**src/rtl/fifo_rd_pkg.sv**
```systemverilog
// fifo_rd_pkg: shared types and constants for the FIFO read-side drain engine.
// Latency: n/a (definitions only).
// Backpressure: n/a (definitions only).
//
// Contents:
//   rd_state_e     - drain engine FSM state encoding
//   SKID_DEPTH     - number of entries in the output skid buffer
//   SKID_CNT_W     - width of the skid buffer occupancy count
//   skid_occupancy - words committed to the buffer once this cycle settles
package fifo_rd_pkg;

  typedef enum logic [1:0] {
    IDLE  = 2'b00,
    RUN   = 2'b01,
    FLUSH = 2'b10
  } rd_state_e;

  localparam int unsigned SKID_DEPTH = 2;
  localparam int unsigned SKID_CNT_W = $clog2(SKID_DEPTH + 1);

  // Words that will occupy the skid buffer after this cycle: those already
  // held, plus the read whose data lands this cycle, minus the one the sink
  // takes. One extra bit of headroom so the sum can never wrap.
  function automatic logic [SKID_CNT_W:0] skid_occupancy(
    input logic [SKID_CNT_W-1:0] cnt,
    input logic                  inflight,
    input logic                  pop
  );
    logic [SKID_CNT_W:0] occ;
    occ = {1'b0, cnt} + {{SKID_CNT_W{1'b0}}, inflight} - {{SKID_CNT_W{1'b0}}, pop};
    return occ;
  endfunction

endpackage

```
**src/rtl/fifo_rd_stream_skid.sv**
```systemverilog
// rd_skid_buf: 2-entry FIFO-ordered register buffer between the RAM read port and the stream.
// Latency: a pushed word is visible on head_o the cycle after the push (registered head).
// Backpressure: none internally; the caller must never push into a full buffer or pop an empty one.
//
// Ports:
//   clk_i, rst_ni    - clock, asynchronous active-low reset
//   push_i, data_i   - write data_i at the tail
//   pop_i            - drop the head entry
//   clear_i          - discard all entries (wins over push/pop)
//   count_o          - number of valid entries (0..2)
//   head_o           - oldest entry; zero when the buffer is empty after clear/reset
module rd_skid_buf
  import fifo_rd_pkg::*;
#(
  parameter int unsigned DATA_WIDTH = 2
) (
  input  logic                  clk_i,
  input  logic                  rst_ni,
  input  logic                  push_i,
  input  logic                  pop_i,
  input  logic                  clear_i,
  input  logic [DATA_WIDTH-1:0] data_i,
  output logic [SKID_CNT_W-1:0] count_o,
  output logic [DATA_WIDTH-1:0] head_o
);

  localparam logic [SKID_CNT_W-1:0] CNT_ONE  = SKID_CNT_W'(1);
  localparam logic [SKID_CNT_W-1:0] CNT_FULL = SKID_CNT_W'(SKID_DEPTH);

  logic [SKID_CNT_W-1:0] count_q, count_d;
  logic [DATA_WIDTH-1:0] ent0_q, ent0_d;  // head
  logic [DATA_WIDTH-1:0] ent1_q, ent1_d;  // tail when two words are held

  always_ff @(posedge clk_i or negedge rst_ni) begin
    if (!rst_ni) begin
      count_q <= '0;
      ent0_q  <= '0;
      ent1_q  <= '0;
    end else begin
      count_q <= count_d;
      ent0_q  <= ent0_d;
      ent1_q  <= ent1_d;
    end
  end

  always_comb begin
    count_d = count_q;
    ent0_d  = ent0_q;
    ent1_d  = ent1_q;
    if (clear_i) begin
      // Zero the storage too so discarded data never lingers on head_o.
      count_d = '0;
      ent0_d  = '0;
      ent1_d  = '0;
    end else begin
      unique case ({push_i, pop_i})
        2'b10: begin
          if (count_q == '0) begin
            ent0_d = data_i;
          end else begin
            ent1_d = data_i;
          end
          count_d = count_q + CNT_ONE;
        end
        2'b01: begin
          ent0_d  = ent1_q;
          ent1_d  = '0;
          count_d = count_q - CNT_ONE;
        end
        2'b11: begin
          // Occupancy unchanged: the new word becomes head if it was the
          // only one, otherwise the tail shifts up and the new word fills it.
          if (count_q == CNT_ONE) begin
            ent0_d = data_i;
          end else begin
            ent0_d = ent1_q;
            ent1_d = data_i;
          end
        end
        default: begin
        end
      endcase
    end
  end

  assign count_o = count_q;
  assign head_o  = ent0_q;

  // The credit rule upstream keeps a push away from a full buffer.
  a_no_push_full : assert property (
    @(posedge clk_i) disable iff (!rst_ni)
    !(push_i && !clear_i && count_q == CNT_FULL)
  );

  a_no_pop_empty : assert property (
    @(posedge clk_i) disable iff (!rst_ni)
    !(pop_i && !clear_i && count_q == '0)
  );

endmodule

```
**src/rtl/fifo_rd_stream.sv**
```systemverilog
// fifo_rd_stream: drains a registered-read FIFO onto a valid/ready stream, with flush and a transfer counter.
// Latency: fifo_rd in cycle N -> word on m_data/m_valid in cycle N+2; sustains one word per cycle.
// Backpressure: m_ready low stops new reads once buffered + in-flight words reach the 2-entry skid depth.
//
// Ports:
//   clk, rst       - clock (rising edge), asynchronous active-low reset
//   en             - level; 1 lets the engine fetch from the FIFO
//   flush          - single-cycle request to discard FIFO and buffered data
//   fifo_empty     - FIFO empty flag
//   fifo_rd        - FIFO read strobe (never asserted while fifo_empty=1)
//   fifo_data      - FIFO read data, valid the cycle after fifo_rd
//   m_valid/m_ready/m_data - output stream, m_data is the skid buffer head
//   busy           - engine active, holding data, or waiting on a read
//   flush_done     - 1-cycle pulse when a flush finishes
//   word_cnt       - wrapping count of stream transfers, cleared only by reset
module fifo_rd_stream
  import fifo_rd_pkg::*;
#(
  parameter int unsigned DATA_WIDTH = 2,
  parameter int unsigned CNT_WIDTH  = 16
) (
  input  logic                  clk,
  input  logic                  rst,
  input  logic                  en,
  input  logic                  flush,
  input  logic                  fifo_empty,
  output logic                  fifo_rd,
  input  logic [DATA_WIDTH-1:0] fifo_data,
  output logic                  m_valid,
  input  logic                  m_ready,
  output logic [DATA_WIDTH-1:0] m_data,
  output logic                  busy,
  output logic                  flush_done,
  output logic [CNT_WIDTH-1:0]  word_cnt
);

  localparam logic [SKID_CNT_W:0] CREDIT_LIMIT = (SKID_CNT_W + 1)'(SKID_DEPTH);

  rd_state_e             state_q, state_d;
  logic                  inflight_q, inflight_d;
  logic [CNT_WIDTH-1:0]  cnt_q, cnt_d;

  logic [SKID_CNT_W-1:0] buf_cnt;
  logic                  buf_push;
  logic                  buf_pop;
  logic                  buf_clear;
  logic                  flush_exit;

  // ---------------------------------------------------------------------------
  // State register (FSM, in-flight flag, transfer counter)
  // ---------------------------------------------------------------------------
  always_ff @(posedge clk or negedge rst) begin
    if (!rst) begin
      state_q    <= IDLE;
      inflight_q <= 1'b0;
      cnt_q      <= '0;
    end else begin
      state_q    <= state_d;
      inflight_q <= inflight_d;
      cnt_q      <= cnt_d;
    end
  end

  // ---------------------------------------------------------------------------
  // Next-state logic
  // ---------------------------------------------------------------------------
  // In FLUSH the read strobe equals !fifo_empty, so fifo_empty alone also
  // guarantees no read is being issued in the exit cycle.
  assign flush_exit = (state_q == FLUSH) && fifo_empty && !inflight_q;

  always_comb begin
    state_d = state_q;
    if (flush && state_q != FLUSH) begin
      state_d = FLUSH;
    end else begin
      unique case (state_q)
        IDLE:    if (en)         state_d = RUN;
        RUN:     if (!en)        state_d = IDLE;
        FLUSH:   if (flush_exit) state_d = IDLE;
        default:                 state_d = IDLE;
      endcase
    end
  end

  // ---------------------------------------------------------------------------
  // Output / datapath control
  // ---------------------------------------------------------------------------
  always_comb begin
    m_valid    = 1'b0;
    buf_pop    = 1'b0;
    fifo_rd    = 1'b0;
    buf_push   = 1'b0;
    buf_clear  = 1'b0;
    flush_done = 1'b0;

    m_valid = (state_q != FLUSH) && (buf_cnt != '0);
    buf_pop = m_valid && m_ready;

    unique case (state_q)
      // Issue a read only if its word will find a free slot when it lands.
      // Counting this cycle's pop lets the stream run at full rate, at the
      // cost of a combinational path from m_ready to fifo_rd.
      RUN:     fifo_rd = !fifo_empty &&
                         (skid_occupancy(buf_cnt, inflight_q, buf_pop) < CREDIT_LIMIT);
      // Drain regardless of buffer space; everything read here is dropped.
      FLUSH:   fifo_rd = !fifo_empty;
      default: fifo_rd = 1'b0;
    endcase

    // Data returning during a flush is discarded rather than buffered.
    buf_push   = inflight_q && (state_q != FLUSH);
    buf_clear  = (state_q == FLUSH);
    flush_done = flush_exit;
  end

  // The RAM has exactly one cycle of read latency, so the flag simply
  // follows the strobe; back-to-back reads keep it set.
  assign inflight_d = fifo_rd;
  assign cnt_d      = cnt_q + {{(CNT_WIDTH-1){1'b0}}, buf_pop};

  rd_skid_buf #(
    .DATA_WIDTH (DATA_WIDTH)
  ) u_skid (
    .clk_i   (clk),
    .rst_ni  (rst),
    .push_i  (buf_push),
    .pop_i   (buf_pop),
    .clear_i (buf_clear),
    .data_i  (fifo_data),
    .count_o (buf_cnt),
    .head_o  (m_data)
  );

  assign busy     = (state_q != IDLE) || (buf_cnt != '0) || inflight_q;
  assign word_cnt = cnt_q;

  a_rd_not_empty : assert property (
    @(posedge clk) disable iff (!rst)
    !(fifo_rd && fifo_empty)
  );

endmodule
```
**config.mk**
```make
export PLATFORM = sky130hd
export DESIGN_NAME = fifo_rd_stream
export DESIGN_NICKNAME = d
export VERILOG_FILES = /design/src/rtl/fifo_rd_pkg.sv /design/src/rtl/fifo_rd_stream_skid.sv /design/src/rtl/fifo_rd_stream.sv
export SDC_FILE = /design/constraint.sdc
export NUM_CORES = 1
export LEC_CHECK = 0
export CAP_MARGIN = 5
export CELL_PAD_IN_SITES_DETAIL_PLACEMENT = 2
export CELL_PAD_IN_SITES_GLOBAL_PLACEMENT = 2
export CORE_UTILIZATION = 35
export DETAILED_ROUTE_END_ITERATION = 7
export DONT_BUFFER_PORTS = 1
export PLACE_DENSITY = 0.72
export SYNTH_ARGS = -nofsm -noshare
export SYNTH_HDL_FRONTEND = slang
export SYNTH_SLANG_ARGS = --single-unit
```
**constraint.sdc**
```tcl
create_clock -name clk -period 2.4 [get_ports clk]
set_input_delay 0.24 -clock clk [delete_from_list [all_inputs] [get_ports clk]]
set_output_delay 0.24 -clock clk [all_outputs]
set_load 0.01 [all_outputs]
```
==> flow_summary.toml, run 1 <==
[outcome]
status = "finished, violations left"
violations = "negative setup slack"

[hold_path]
worstHoldPathType = "in2reg"

[cells_and_area]
seq_area_um2 = 626
antenna_cells = 0
stdcell_count = 187
postLayoutCoreUtil_pct = 43.4
final_common_cell = "dfrtp_1"
fillCellCount = 403
multi_input_area_um2 = 731
nets = 157
drive_gt1_share_pct = 20.9
area_growth_pct = 19.5
most-common-layout-cells = "25 x dfrtp_1, 17 x nand2_1, 10 x nor2_1, 10 x xnor2_1, 10 x buf_4"

[timing]
tightestPinTransition_ns = 0.315
slew-limit-headroom_pct = 78.9
fmax_ghz = 0.391
setup_ws_ns = -0.158
drv_slew = 0
fin_skew_ns = 0.00216
fin_crit_ns = 2.56
period_share_pct = 107
whs_ns = 0.0436
hold_viol = 0
rsz0062_at_grt = "true"
setup_violations = 1

[floorplanning]
design.core.area_um2 = 3660
fp.dieW_um = 63.6
die_area_um2 = 4050
die_y_um = 63.6
io_pins = 30
start_util_pct = 36.3
rows = 22

[pwr]
swShare_pct = 40.5
p_leak_nw = 0.716
irDropWorstVdd_mv = 0.509
power.share.clock_pct = 14.9
p_comb_share_pct = 47.1
pwr-share-seq_pct = 38.1
power_density_nw_per_um2 = 1100
cell_internal_pwr_w = 0.00104
p_switching_w = 0.000710

[worst_setup_path]
worst_path_max_delay_cell = "fa_2"
crit_type = "reg2out"
worstPathRequired_ns = 2.16
reg2reg_depth = 10
r2r_start = "u_skid.count_o[1]$_DFFE_PN0P_"
worstSetupEndpoint = "fifo_rd"
rr_endpoint = "word_cnt[12]$_DFF_PN0_"
end_kind = "primary output"
crit_path_start_kind = "flop"
worstPathArrival_ns = 2.32
regToRegSetupSlack_ns = 0.24
critPathMaxFanout = 2
cp_cell_sequence = "inv_2, ha_4, nor3b_4, ha_1, nand2b_4, fa_2, a31oi_1, nor3b_2"
critPathMaxStageDelay_ns = 0.51
worstSetupStartpoint = "u_skid.count_o[1]$_DFFE_PN0P_"

[routing]
first_pass_iters = 2
drcViolationCount = 0
wirelength_um = 3150
dr_total_vias = 981
ant_nets = 0
drt-wirelength-per-cell_um = 16.9
vias_per_cell = 5.25
drt-initial-drc-count = 13

[placement]
finalWeightedCongestion = 0.716
dp_hpwl_um = 2360
port_buffers = 0
dp.cells = 178

[synth]
synth_nets = 143
ys_warn_count = 0
synth_seq_cells = 25
synth_edf_count = 0
synth.yosys.seq_area_share_pct = 47.0
ys_types = 33
synthArstFlopShare_pct = 100
synth_cells = 126
ys.flop_type = "dfrtp_1"
avgSynthCellArea_um2 = 10.6
syn_area_um2 = 1330

[global_route]
grt_pass1_wl_um = 5580
grt_pass1_vias = 1144
overflow = 0
grtUsageTotal_pct = 17.8
antenna_found_initial = 0
grt_max_degree = 26

[cts]
clkSinkCount = 25
insertion_delay_ns = 0.27
htreeDepth = 1
cts_max_path_buffers = 2
clkTransAtPathRegs_ns = 0.09
clockRootBuffer = "clkbuf_8"
cts_buffers = 3
cts_tree = "built"

[flow_run]
max_cap_violations = 0
## worst max-delay path: cells and delay by family, from the launching register on
family | cells | cell delay, ns
AND/OR/NAND/NOR | 3 | 0.61
flip-flops | 1 | 0.38
AO/OA/AOI/OAI | 1 | 0.08
buffers and inverters | 1 | 0.06
adder cells (fa/ha/maj) | 3 | 0.92
## cell type report
| class | count | share of cell area, % |
|---|---|---|
| Inverter | 5 | 1.18 |
| Multi-Input combinational cell | 93 | 46.0 |
| Timing Repair Buffer | 12 | 6.61 |
| Tap cell | 48 | 3.78 |
| Clock buffer | 3 | 2.60 |
| Sequential cell | 25 | 39.4 |
| Clock inverter | 1 | 0.472 |
## registers in the layout, summed over array words and instances (netlist names)
register	flops
inflight_q	1
u_skid.count_o	2
state_q	2
u_skid.ent1_q	2
u_skid.head_o	2
word_cnt	16
## what timing repair did
item	CTS	global route
setup endpoints to repair	1	1
endpoints found under the hold margin	25	0
pin swaps	4	0
resized for setup	6	0
hold buffers	2	0
setup buffers	3	0
## through the flow
stage               TNS (ns)  area (um2)  total power [W]  setup slack, ns
finish                -0.158        1590          0.00175           -0.158
global route          -0.293        1590          0.00190           -0.293
CTS                   -0.177        1590          0.00178           -0.177
detailed placement         0        1460          0.00141           0.0267
global placement           0        1460          0.00135           0.0591
floorplan            -0.0579        1370          0.00119          -0.0579
## power groups by stage
stage                     registers (W)  logic (W)  clock network (W)
after floorplan                0.000652   0.000537                  0
after global placement         0.000665   0.000683                  0
after detailed placement       0.000676   0.000729                  0
after CTS                      0.000670   0.000833           0.000279
after global routing           0.000684   0.000931           0.000289
final                          0.000667   0.000825           0.000261
## metal layers
layer	vias to the layer above	wire [um]	GRT usage, %
met5	-	0	0
met4	0	36	5.97
met3	4	152	4.53
met2	17	1720	32.6
met1	505	1250	19.6
li1	455	-	-
## cells in the mapped netlist, drive strengths merged, types with 3 or more instances
| library cell | instances | share of area, % |
|---|---|---|
| inv | 5 | 1.4 |
| nor2 | 10 | 2.8 |
| and3 | 3 | 1.4 |
| ha | 8 | 7.5 |
| mux2i | 4 | 3.0 |
| a21oi | 4 | 1.5 |
| xor2 | 6 | 4.0 |
| xnor2 | 11 | 7.2 |
| dfrtp | 25 | 47 |
| nand3 | 5 | 2.8 |
| nand2 | 17 | 4.8 |
## cells by family (layout without fill, tap and decap cells)
family                   Yosys count  in the layout  share of synthesized area (%)
XOR/XNOR                          17             17                           11.2
AO/OA/AOI/OAI                     16             16                           8.65
buffers and inverters              8             21                           2.45
multiplexers                       4              4                           3.01
adder cells (fa/ha/maj)            9              9                           9.03
AND/OR/NAND/NOR                   47             47                           18.6
flip-flops                        25             25                           47.0
## how the worst min path moves through the flow
stage	from	end	slack (ns)	depth (start not counted)
2_1_floorplan	rst	inflight_q$_DFF_PN0_	-0.06	0
3_3_place_gp	rst	word_cnt[4]$_DFF_PN0_	-0.05	0
3_5_place_dp	rst	word_cnt[4]$_DFF_PN0_	-0.05	0
4_1_cts	fifo_empty	inflight_q$_DFF_PN0_	0.03	1
5_1_grt	fifo_empty	inflight_q$_DFF_PN0_	0.03	1
6_report	fifo_empty	inflight_q$_DFF_PN0_	0.04	1
No activity file was read; power rests on OpenSTA's default activity.
==> run 2: changes to the inputs <==
--- a/config.mk
+++ b/config.mk
@@ -11,7 +11,7 @@
 export CORE_UTILIZATION = 35
 export DETAILED_ROUTE_END_ITERATION = 7
 export DONT_BUFFER_PORTS = 1
-export PLACE_DENSITY = 0.72
+export PLACE_DENSITY_LB_ADDON = 0.1
 export SYNTH_ARGS = -nofsm -noshare
 export SYNTH_HDL_FRONTEND = slang
 export SYNTH_SLANG_ARGS = --single-unit
==> flow_summary.toml, run 2 (synthesis results as in run 1) <==
[worst_setup_path]
worst_path_max_delay_cell = "fa_2"
worstPathArrival_ns = 2.34
worstPathRequired_ns = 2.16
regToRegSetupSlack_ns = 0.22
critPathMaxStageDelay_ns = 0.51
crit_path_start_kind = "flop"
cp_cell_sequence = "inv_2, ha_4, nor3b_4, ha_1, nand2b_4, fa_2, a31oi_1, nor3b_2"
r2r_start = "u_skid.count_o[0]$_DFFE_PN0P_"
rr_endpoint = "inflight_q$_DFF_PN0_"
crit_type = "reg2out"
reg2reg_depth = 8
critPathMaxFanout = 2
end_kind = "primary output"

[cells_and_area]
seq_area_um2 = 626
postLayoutCoreUtil_pct = 42.7
area_growth_pct = 17.5
most-common-layout-cells = "25 x dfrtp_1, 17 x nand2_1, 10 x xnor2_1"
design_area_um2 = 1560
largest_reg_flops = 16
final_common_cell = "dfrtp_1"
multi_input_area_um2 = 723
antenna_cells = 0
fillCellCount = 379
drive_gt1_share_pct = 19.0
nets = 155

[timing]
rsz0062_at_grt = "true"
setup_violations = 1
fin_skew_ns = 0.00722
setup_ws_ns = -0.185
tightestPinTransition_ns = 0.299
hold_viol = 0
fmax_ghz = 0.387
drv_slew = 0
slew-limit-headroom_pct = 80.1
period_share_pct = 108
fin_crit_ns = 2.58

[global_route]
grt_pass1_vias = 1099
antenna_found_initial = 0
grt_max_degree = 26
grtUsageTotal_pct = 17.9
grt_pass1_wl_um = 5490
overflow = 0

[floorplanning]
start_util_pct = 36.3
fp.dieW_um = 63.6
design.core.area_um2 = 3660
io_pins = 30
rows = 22
die_y_um = 63.6
die_area_um2 = 4050

[pwr]
power_density_nw_per_um2 = 1090
irDropWorstVdd_mv = 0.532
p_leak_nw = 0.706

[routing]
dr_total_vias = 966
drt-wirelength-per-cell_um = 17.9
vias_per_cell = 5.22
drt-initial-drc-count = 24
first_pass_iters = 4
ant_nets = 0
wirelength_um = 3310
drcViolationCount = 0

[cts]
htreeDepth = 1
cts_buffers = 3
clkSinkCount = 25
cts_max_path_buffers = 2
clkTransAtPathRegs_ns = 0.09
insertion_delay_ns = 0.27
cts_tree = "built"
clockRootBuffer = "clkbuf_8"

[placement]
port_buffers = 0
dp_worst_setup_slack_ns = 0.0231
dp_hpwl_um = 2540
place_area_um2 = 1460
finalWeightedCongestion = 0.728

[outcome]
status = "finished, violations left"
violations = "negative setup slack"

[hold_path]
hold_end = "inflight_q$_DFF_PN0_"
worstHoldPathType = "in2reg"
min_path_cells = 1
hp-start = "fifo_empty"

[flow_run]
max_cap_violations = 0
## run 2: what timing repair did
| action | 4_1_cts | 5_1_grt |
|---|---|---|
| pin swaps | 4 | 0 |
| setup endpoints to repair | 1 | 2 |
| setup buffers | 1 | 0 |
| cloned | 0 | 0 |
| gates resized for setup | 3 | 2 |
| hold endpoints to repair | 25 | 0 |
| hold buffers | 2 | 0 |
## run 2: cell type report
class | instances | share of cell area [%]
Sequential cell | 25 | 40.0
Multi-Input combinational cell | 93 | 46.3
Timing Repair Buffer | 10 | 5.76
Inverter | 5 | 1.20
Clock buffer | 4 | 2.88
Tap cell | 48 | 3.84
## run 2: stage by stage
| step | TNS [ns] | total power (W) | cells | hold slack [ns] |
|---|---|---|---|---|
| 2_1_floorplan | -0.0579 | 0.00119 | 126 | -0.0556 |
| 3_3_place_gp | 0 | 0.00135 | 178 | -0.0551 |
| 3_5_place_dp | 0 | 0.00143 | 178 | -0.0551 |
| 4_1_cts | -0.220 | 0.00173 | 185 | 0.0384 |
| 5_1_grt | -0.284 | 0.00185 | 185 | 0.0341 |
| 6_report | -0.185 | 0.00170 | 185 | 0.0488 |
## run 2: worst max-delay path by stage
stage / from / end
after floorplan: u_skid.count_o[1]$_DFFE_PN0P_ / fifo_rd
final: u_skid.count_o[0]$_DFFE_PN0P_ / fifo_rd
after CTS: u_skid.count_o[0]$_DFFE_PN0P_ / fifo_rd
after global placement: state_q[0]$_DFFE_PN0P_ / fifo_rd
after global routing: u_skid.count_o[0]$_DFFE_PN0P_ / fifo_rd
after detailed placement: state_q[0]$_DFFE_PN0P_ / fifo_rd
## run 2: power breakdown
group	total, W	switching [W]	internal [W]
logic	0.000795	0.000419	0.000376
clock network	0.000248	0.000129	0.000119
registers	0.000663	0.000141	0.000522
## run 2: per-layer routing
| metal | routed length, um | track usage [%] | vias to the layer above |
|---|---|---|---|
| li1 | - | - | 452 |
| met1 | 1320 | 20.0 | 484 |
| met2 | 1810 | 33.0 | 26 |
| met3 | 140 | 3.44 | 4 |
| met4 | 34 | 6.82 | 0 |
| met5 | 0 | 0 | - |
## run 2: worst max-delay path, delay by kind of cell, from the launching register on
| kind | cells | cell delay, ns |
|---|---|---|
| fa+ha+maj | 3 | 0.93 |
| buf+inv | 1 | 0.07 |
| compound gates | 1 | 0.08 |
| flops | 1 | 0.39 |
| simple gates | 3 | 0.61 |
